[src/rtl/cdc_toggle_rx.sv]
// cdc_toggle_rx: receives two-phase toggle CDC events and presents them with a valid/ready handshake.
module cdc_toggle_rx #(
  parameter int SYNC_STAGES = 2,
  parameter int CNT_W = 8
) (
  input  logic             clk,
  input  logic             rst,
  input  logic             req_toggle_in,
  output logic             ack_toggle_out,
  output logic             evt_valid,
  input  logic             evt_ready,
  output logic [CNT_W-1:0] evt_count,
  output logic             err_sticky,
  input  logic             err_clr
);
  typedef enum logic {IDLE, VALID} state_t;
  state_t                 r_state;
  logic [SYNC_STAGES-1:0] r_sync;
  logic                   r_ack;
  logic                   r_valid;
  logic [CNT_W-1:0]       r_count;
  logic                   r_err;
  logic                   w_sync_req;
  logic                   w_accept;
  logic                   w_violation;
  assign w_sync_req = r_sync[SYNC_STAGES-1];
  assign w_accept = (r_state == VALID) && evt_ready;
  // Source toggled again before our ack: the pending event absorbs the extra toggle.
  assign w_violation = (r_state == VALID) && (w_sync_req == r_ack);
  always_ff @(posedge clk) begin
    if (rst) begin
      r_sync  <= '0;
      r_state <= IDLE;
      r_ack   <= 1'b0;
      r_valid <= 1'b0;
      r_count <= '0;
      r_err   <= 1'b0;
    end else begin
      r_sync <= {r_sync[SYNC_STAGES-2:0], req_toggle_in};
      r_err  <= w_violation ? 1'b1 : err_clr ? 1'b0 : r_err;
      if (r_state == IDLE) begin
        if (w_sync_req != r_ack) begin
          r_state <= VALID;
          r_valid <= 1'b1;
        end
      end else if (w_accept) begin
        r_state <= IDLE;
        r_valid <= 1'b0;
        r_ack   <= w_sync_req;
        r_count <= r_count + 1'b1;
      end
    end
  end
  assign ack_toggle_out = r_ack;
  assign evt_valid      = r_valid;
  assign evt_count      = r_count;
  assign err_sticky     = r_err;
endmodule
[config.mk]
export PLATFORM = sky130hd
export DESIGN_NAME = cdc_toggle_rx
export DESIGN_NICKNAME = d
export VERILOG_FILES = /design/src/rtl/cdc_toggle_rx.sv
export SDC_FILE = /design/constraint.sdc
export NUM_CORES = 1
export LEC_CHECK = 0
export ABC_CLOCK_PERIOD_IN_PS = 2350
export BUFFER_PORTS_ARGS = -buffer_cell sky130_fd_sc_hd__buf_2
export CAP_MARGIN = 20
export CORE_UTILIZATION = 40
export DETAILED_ROUTE_END_ITERATION = 8
export PLACE_DENSITY = 0.74
export SYNTH_ARGS = -nofsm -noshare
export SYNTH_HDL_FRONTEND = slang
export SYNTH_SLANG_ARGS = --single-unit
[constraint.sdc]
create_clock -name clk -period 2.35 [get_ports clk]
set_input_delay 0 -clock clk [delete_from_list [all_inputs] [get_ports clk]]
set_output_delay 0 -clock clk [all_outputs]
set_load 0.05 [all_outputs]
==> out/results.ini <==
[grt]
overflow = 0
gr-max-usage-layer = met2
gr-usage-met3 = 0.0867
antenna_found_initial = 0
grt_pass1_wl_um = 1520
grt_usage = 0.158
grt_start_max_net_pins = 15
use_met2 = 0.233
grt_pass1_vias = 379
use_met1 = 0.171

[layout]
syn_to_final_growth_pct = 25.2
drive_gt1_frac = 0.278
nets = 86
final_cell_mix = buf_2 (15), dfxtp_1 (14), a21oi_1 (8)
nFillCells = 124
layout_commonest_cell = buf_2
diodes = 0
fin_util = 0.537

[setup_path]
crit_path_top_delay_cell = dfxtp_1
cp_cell_sequence = nand4_2, or4_1, a21oi_1
startpoint_type = flip-flop
cp.arrival_ps = 1590
crit_path_max_incr_delay_ps = 490
cp_max_fo = 9
critPathKind = reg -> reg
required_ps = 2570
endpoint_kind = flip-flop

[drt]
ant_nets = 0
routed_wl_um = 979
drc = 0
routed_via_density = 5.07
drtPass1Iterations = 2
first_iter_violations = 7
wl_per_cell_um = 10.4
num_vias = 477

[power]
netSwitchingFraction = 0.228
p_seq_frac = 0.548
worst_ir_drop_vdd_mv = 0.405
switchingPower_mw = 0.103
p_leak_nw = 0.284
p_int_mw = 0.349
p_clk_frac = 0.380
pwr-share-comb = 0.072
p_per_area_nw_per_um2 = 655

[clock_tree]
cts_root_buf = clkbuf_4
clk-insertion-delay-late_ps = 280
cts_tree = built
clkSlewWorstSetupHoldPaths_ps = 80
cts_buffers = 3
cts_hold_buf = 2
cts_resized = 0
cts_buffer_depth = 2
post_cts_buffers = 0
cts.sinks = 14
h-tree-depth = 1

[sta]
slew_headroom = 0.805
max_freq_mhz = 728
finalCritPeriodShare = 0.585
setup_violations = 0
fin_tns_setup_ps = 0
worst_slack_ps = 976
hold_viol_final = 0
rsz0062_at_grt = no
period_minus_slack_ps = 1370
worstMarginPinSlew_ps = 292
slew_viol_final = 0
clock_skew_ps = 0.993
holdWs_ps = 31.4

[place]
pre_cts_slack_ps = 1000
portBuffers = 15
gp_congestion = 0.672
dpl.hpwl_um = 672

[synth]
ys_types = 21
syn-cell-area_sq_um = 551
synth-seq-area-share = 0.509
synth_seq_cells = 14
synth_nets = 66
yosys_warnings = 0
syn_area_per_cell_sq_um = 9.18
syn-instance-count = 60

[floorplan]
core_area_sq_um = 1280
initial_utilization = 0.428
dieArea_sq_um = 1530
die_width_um = 39.1
die_y_um = 39.1
pin_count = 16
row_count = 13

[flow_run]
cap_violations = 0

[hold_path]
hp-class = in -> reg

[outcome]
status = complete, no violations

-- power by group through the flow --
stage	clock network, mW	registers (mW)	logic (mW)
floorplan	0	0.260	0.0138
global placement	0	0.253	0.0299
detailed placement	0	0.253	0.0301
CTS	0.181	0.247	0.0326
global route	0.190	0.248	0.0354
finish	0.172	0.247	0.0324
-- stage by stage --
step           instance area, sq um  instances  power, mW
5_1_grt                         689         94      0.474
6_report                        689         94      0.451
4_1_cts                         689         94      0.461
3_3_place_gp                    633         88      0.283
3_5_place_dp                    633         88      0.283
2_1_floorplan                   551         60      0.274
-- cell type report --
type                            count  area [sq um]  area share
Clock buffer                        4          36.3      0.0526
Inverter                            2          7.51      0.0109
Multi-Input combinational cell     42           251       0.365
Sequential cell                    14           280       0.407
Tap cell                           15          18.8      0.0272
Timing Repair Buffer               17          95.1       0.138
-- path summary, 6_finish.rpt --
path                             start                        end  slack (ps)  depth (start not counted)
setup / recovery    r_state$_SDFF_PP0_  evt_count[7]$_SDFFE_PP0P_         980                          3
hold reg to reg   r_sync[0]$_SDFF_PP0_       r_sync[1]$_SDFF_PP0_         450                          1
hold / removal                 err_clr    err_sticky$_SDFFE_PP0P_          30                          4
setup reg to reg    r_state$_SDFF_PP0_  evt_count[7]$_SDFFE_PP0P_         980                          3
-- state kept, by name, indices dropped and copies added (netlist names) --
register,cells
ack_toggle_out,1
r_sync,2
evt_count,8
evt_valid,1
r_state,1
err_sticky,1
-- critical path, delay by kind of cell (launching register included) --
family	cells	cell delay (ps)
and+or+nand+nor	2	680
DFF	1	490
AOI/OAI and AO/OA	1	140
-- layer usage --
layer  wire [um]  share of wire
met3          53          0.054
met2         422           0.43
met5           0              0
met1         495           0.51
met4           7         0.0072
-- cells by family (layout without fill, tap and decap cells) --
group | count (synthesis) | count (layout) | share of synthesized area
simple gates | 23 | 23 | 0.234
compound gates | 15 | 15 | 0.152
flops | 14 | 14 | 0.509
buf+inv | 4 | 23 | 0.0341
xor+xnor | 3 | 3 | 0.0477
fa+ha+maj | 1 | 1 | 0.0227
-- synth_stat cells (all sizes together) --
cell,instances,area (sq um)
o21ai,4,20.0
xor2,1,8.76
a2bb2oi,1,8.76
nand4,2,18.8
xnor2,2,17.5
dfxtp,14,280
inv,2,7.51
nor2,4,15.0
buf,1,7.51
or3,4,27.5
clkbuf,1,3.75
o31ai,1,7.51
nand2,4,15.0
ha,1,12.5
a211oi,1,7.51
nor2b,4,25.0
a21oi,8,40.0
nand3,4,20.0
or4,1,7.51
Note: power is estimated with default switching activity, not from simulation.
